$ cat src/rtl/obstacle_scheduler.sv
// obstacle_scheduler: spawns, moves and retires up to four obstacles per game tick and raises speed every eight retirements
module obstacle_scheduler #(
  parameter int NUM_SLOTS = 4,
  parameter int X_SPAWN = 800,
  parameter int X_RETIRE = 150,
  parameter int SPEED_MIN = 6,
  parameter int SPEED_MAX = 15,
  parameter int GAP_MIN = 20,
  parameter logic [15:0] LFSR_SEED = 16'hACE1
) (
  input  logic                    clk,
  input  logic                    rst,
  input  logic                    tick,
  input  logic                    run,
  input  logic                    clear,
  output logic [NUM_SLOTS-1:0]    slot_valid,
  output logic [10*NUM_SLOTS-1:0] slot_x,
  output logic [4:0]              speed,
  output logic                    spawn_pulse,
  output logic                    level_up
);
  logic [15:0] lfsr_q, lfsr_d;
  logic [NUM_SLOTS-1:0] valid_q, valid_d, free_oh;
  logic [9:0] x_q [NUM_SLOTS];
  logic [9:0] x_d [NUM_SLOTS];
  logic [4:0] speed_q, speed_d;
  logic [7:0] gap_q, gap_d;
  logic [2:0] retire_q, retire_d, n_ret;
  logic [3:0] sum;
  logic spawn_q, spawn_d, level_q, level_d;
  // lowest-index free slot as a one-hot, taken from pre-tick validity so a slot retired this tick stays unused
  assign free_oh = ~valid_q & (valid_q + 1'b1);
  always_comb begin
    lfsr_d = {1'b0, lfsr_q[15:1]} ^ (lfsr_q[0] ? 16'hB400 : 16'h0000);
    valid_d = valid_q;
    x_d = x_q;
    speed_d = speed_q;
    gap_d = gap_q;
    retire_d = retire_q;
    spawn_d = 1'b0;
    level_d = 1'b0;
    n_ret = '0;
    sum = '0;
    if (clear) begin
      valid_d = '0;
      for (int i = 0; i < NUM_SLOTS; i++) x_d[i] = '0;
      speed_d = 5'(SPEED_MIN);
      gap_d = 8'(GAP_MIN);
      retire_d = '0;
    end else if (tick && run) begin
      for (int i = 0; i < NUM_SLOTS; i++) begin
        if (valid_q[i] && x_q[i] > 10'(X_RETIRE)) x_d[i] = x_q[i] - 10'(speed_q);
        if (valid_q[i] && x_q[i] <= 10'(X_RETIRE)) begin
          valid_d[i] = 1'b0;
          x_d[i] = '0;
          n_ret = n_ret + 3'd1;
        end
      end
      if (gap_q != 8'd0) gap_d = gap_q - 8'd1;
      else if (|free_oh) begin
        for (int i = 0; i < NUM_SLOTS; i++) begin
          if (free_oh[i]) begin
            valid_d[i] = 1'b1;
            x_d[i] = 10'(X_SPAWN);
          end
        end
        gap_d = 8'(GAP_MIN) + {2'b00, lfsr_q[5:0]};
        spawn_d = 1'b1;
      end
      sum = {1'b0, retire_q} + {1'b0, n_ret};
      retire_d = sum[2:0];
      level_d = sum[3];
      if (sum[3]) speed_d = (speed_q == 5'(SPEED_MAX)) ? 5'(SPEED_MIN) : speed_q + 5'd1;
    end
  end
  always_ff @(posedge clk) begin
    if (!rst) begin
      lfsr_q <= LFSR_SEED;
      valid_q <= '0;
      for (int i = 0; i < NUM_SLOTS; i++) x_q[i] <= '0;
      speed_q <= 5'(SPEED_MIN);
      gap_q <= 8'(GAP_MIN);
      retire_q <= '0;
      spawn_q <= 1'b0;
      level_q <= 1'b0;
    end else begin
      lfsr_q <= lfsr_d;
      valid_q <= valid_d;
      x_q <= x_d;
      speed_q <= speed_d;
      gap_q <= gap_d;
      retire_q <= retire_d;
      spawn_q <= spawn_d;
      level_q <= level_d;
    end
  end
  for (genvar g = 0; g < NUM_SLOTS; g++) begin : g_x
    assign slot_x[10*g +: 10] = x_q[g];
  end
  assign slot_valid = valid_q;
  assign speed = speed_q;
  assign spawn_pulse = spawn_q;
  assign level_up = level_q;
endmodule

$ cat config.mk
export PLATFORM = sky130hd
export DESIGN_NAME = obstacle_scheduler
export DESIGN_NICKNAME = d
export VERILOG_FILES = /design/src/rtl/obstacle_scheduler.sv
export SDC_FILE = /design/constraint.sdc
export NUM_CORES = 1
export LEC_CHECK = 0
export ABC_AREA = 1
export CORE_ASPECT_RATIO = 1.25
export CORE_MARGIN = 2
export CORE_UTILIZATION = 40
export CTS_BUF_LIST = sky130_fd_sc_hd__clkbuf_4
export DETAILED_ROUTE_END_ITERATION = 7
export HOLD_SLACK_MARGIN = 0.05
export SETUP_SLACK_MARGIN = 0.3
export SKIP_CTS_REPAIR_TIMING = 1
export SLEW_MARGIN = 10
export SYNTH_ARGS = -nofsm -noshare
export SYNTH_HDL_FRONTEND = slang
export SYNTH_SLANG_ARGS = --single-unit
$ cat constraint.sdc
create_clock -name clk -period 8.24 [get_ports clk]
set_input_delay 0.824 -clock clk [delete_from_list [all_inputs] [get_ports clk]]
set_output_delay 0.824 -clock clk [all_outputs]
set_load 0.02 [all_outputs]
==> impl_metrics.json <==
{
  "worstPathRequired_ps": 8560,
  "slew_viol_final": 0,
  "setup.worst_path.class": "reg -> reg",
  "drc": 0,
  "antenna_left": 0,
  "r2r_cells": 24,
  "dp_hpwl_mm": 9.521,
  "cts_max_level": 3,
  "final_cells": 969,
  "hp-class": "reg -> reg",
  "power_uw": 731.2,
  "cp-start-kind": "flip-flop",
  "fmax_mhz": 287.4,
  "netlist_area_um2": 5081,
  "die-width_um": 104.8,
  "fillers": 1329,
  "clock_latency_ps": 440,
  "end_kind": "flip-flop",
  "critPathMaxFanout": 7,
  "num_vias": 5017,
  "r2r-end": "speed[0]",
  "synth_area_per_cell_um2": 6.820,
  "yosysWarnings": 0,
  "cts.sinks": 78,
  "yosys.area.top_type": "dfxtp_1",
  "nNetsFinal": 835,
  "outcome": "finished, final reports clean",
  "setup_tns_ps": 0,
  "overflow": 0,
  "routedWlPerCell_um": 13.78,
  "synth-seq-area-share": 0.3073,
  "reg2reg_from": "slot_x[1]",
  "p_per_area_nw_per_um2": 123.7,
  "p_leak_nw": 2.532,
  "place_ws_ps": 4580,
  "gp_congestion": 0.9036,
  "fin_skew_ps": 20.92,
  "synthCells": 745,
  "setup_viol": 0,
  "grt_antenna_before_repair": 1,
  "grt_pass1_vias": 4755,
  "die_y_um": 130.0,
  "placedCellCount": 952,
  "grt_pass1_wl_mm": 22.00,
  "max_slew.worst_pin.slew_ps": 1171,
  "num_rows": 46,
  "area_growth_pct": 16.30,
  "crit_arrival_ps": 3800,
  "drv_cap": 0,
  "ys_top_cells_by_area": "dfxtp_1 (31%), nand2_1 (14%), ha_1 (7.4%)",
  "relSlewSlack": 0.2182,
  "min_period_ps": 3480,
  "core_um2": 12550,
  "clkSlewWorstSetupHoldPaths_ps": 140,
  "port_buffers": 55,
  "dr.pass1.iters": 4,
  "tritoncts": "done",
  "routed_wl_mm": 13.35,
  "grt_max_degree": 41,
  "ys_ff_latch": 78,
  "regToRegSetupSlack_ps": 4760,
  "ys_types": 41,
  "yosysTopAreaCellShare": 0.3073,
  "fin_crit_sh": 0.4223,
  "fin_ws_ps": 4760,
  "cts_max_path_buffers": 2,
  "grt_usage": 0.1995,
  "synthesis.nets": 785,
  "ir_drop_mv": 0.1024,
  "numCtsBuffers": 9,
  "crit_start": "slot_x[1]",
  "hold_viol": 0,
  "layout-drive-gt1-share": 0.08500,
  "start_util": 0.4050,
  "rsz0062_at_grt": "false",
  "drt_iter0_drc": 217,
  "ios": 56,
  "fp.dieArea_um2": 13630,
  "cp-endpoint": "speed[0]",
  "vias_per_cell": 5.178,
  "cts-root-buf": "clkbuf_4"
}
## critical path, stage by stage (launching register included)
cell and delay, ps:
dfxtp_1 480, nand3_1 110, nand2_1 80, nand2_1 40, nand2_1 50, nand2_1 60, nand3_1 250, inv_1 130
ha_1 340, inv_1 60, nand2_1 60, nand2_1 110, inv_1 50, ha_1 260, inv_1 50, o21ai_2 170
ha_1 260, nand2_1 70, nand2_1 50, a21oi_1 170, nor2_2 100, inv_1 170, nor3_1 60, a21oi_1 130
nor2_1 50
## synth_stat cells
cell type	n
buf_8	1
inv_1	87
nor3_4	1
o21ai_0	34
nor2_1	54
nand3_1	63
o31ai_1	1
nand4_1	20
nor4_1	1
clkbuf_1	6
a21oi_1	61
nor2_4	1
nor3_1	5
clkinv_1	1
ha_1	30
nand3_2	2
nand3b_1	7
buf_6	1
inv_4	1
inv_2	12
a31oi_1	7
buf_2	7
nand2_1	185
and2_1	2
a21oi_4	3
dfxtp_1	78
nand3_4	1
nor3_2	1
o21ai_1	7
buf_4	1
a21oi_2	5
xor2_1	16
xnor2_1	7
fa_1	5
o21ai_2	3
or2_2	9
o211ai_1	3
o21bai_1	1
nand2_2	9
nor2_2	5
o22ai_1	1
## cell type report
cell class,count,area (um2),area share
Antenna cell,1,2.502,0.0004235
Clock buffer,9,67.56,0.01143
Clock inverter,7,88.84,0.01503
Inverter,101,381.6,0.06458
Multi-Input combinational cell,550,3047,0.5156
Sequential cell,78,1562,0.2642
Tap cell,168,210.2,0.03557
Timing Repair Buffer,55,550.5,0.09316
## cell usage in the layout (no fill, tap or decap), drive strengths merged, types with 3 or more instances in the layout
cell type / n
a21oi: 69
a31oi: 7
clkbuf: 9
clkdlybuf4s50: 55
clkinv: 4
dfxtp: 78
fa: 5
ha: 30
inv: 100
nand2: 194
nand3: 66
nand3b: 7
nand4: 20
nor2: 60
nor3: 7
o211ai: 3
o21ai: 44
or2: 9
xnor2: 7
xor2: 16
## kinds of logic (layout without fill, tap and decap cells)
logic type | after synthesis | after routing | share of synthesized area
AND/OR/NAND/NOR | 366 | 366 | 0.3253
other | 0 | 1 | 0
adder cells (fa/ha/maj) | 35 | 35 | 0.09357
XOR/XNOR | 23 | 23 | 0.03964
flip-flops | 78 | 78 | 0.3073
buffers and inverters | 117 | 172 | 0.09308
AO/OA/AOI/OAI | 126 | 126 | 0.1411
## routing by layer
metal  wire (um)  track usage  up-vias
li1            -            -     2545
met1        5776       0.2284     2351
met2        6774       0.3705      103
met3         525      0.02847       18
met4         271      0.08706        0
met5           0            0        -
## stage by stage
stage,cell area [um2],hold WS (ps),util
global placement,5751,399.2,0.4583
detailed placement,5751,407.3,0.4583
global route,5909,448.7,0.4710
floorplan,5081,390.5,-
finish,5909,428.1,0.4710
CTS,5907,437.2,0.4708
## worst min path at each step
stage	slack, ps	startpoint	endpoint	cells after the start
after detailed placement	410	lfsr_q[7]	lfsr_q[6]	1
after global routing	450	lfsr_q[7]	lfsr_q[6]	1
after floorplan	390	lfsr_q[15]	lfsr_q[14]	2
after CTS	440	lfsr_q[12]	lfsr_q[11]	1
final	430	lfsr_q[12]	lfsr_q[11]	1
after global placement	400	lfsr_q[15]	lfsr_q[14]	2
## registers in the layout, summed over array words and instances, names as in the netlist
signal       cells
speed            5
gap_q            8
slot_valid       4
spawn_pulse      1
slot_x          40
lfsr_q          16
retire_q         3
level_up         1
## where the power goes
group	internal [mW]	switching [mW]	total, mW
Combinational	0.0244	0.0449	0.0693
Sequential	0.386	0.00860	0.395
Clock	0.121	0.146	0.267
Power figures use the tool's default switching activity.
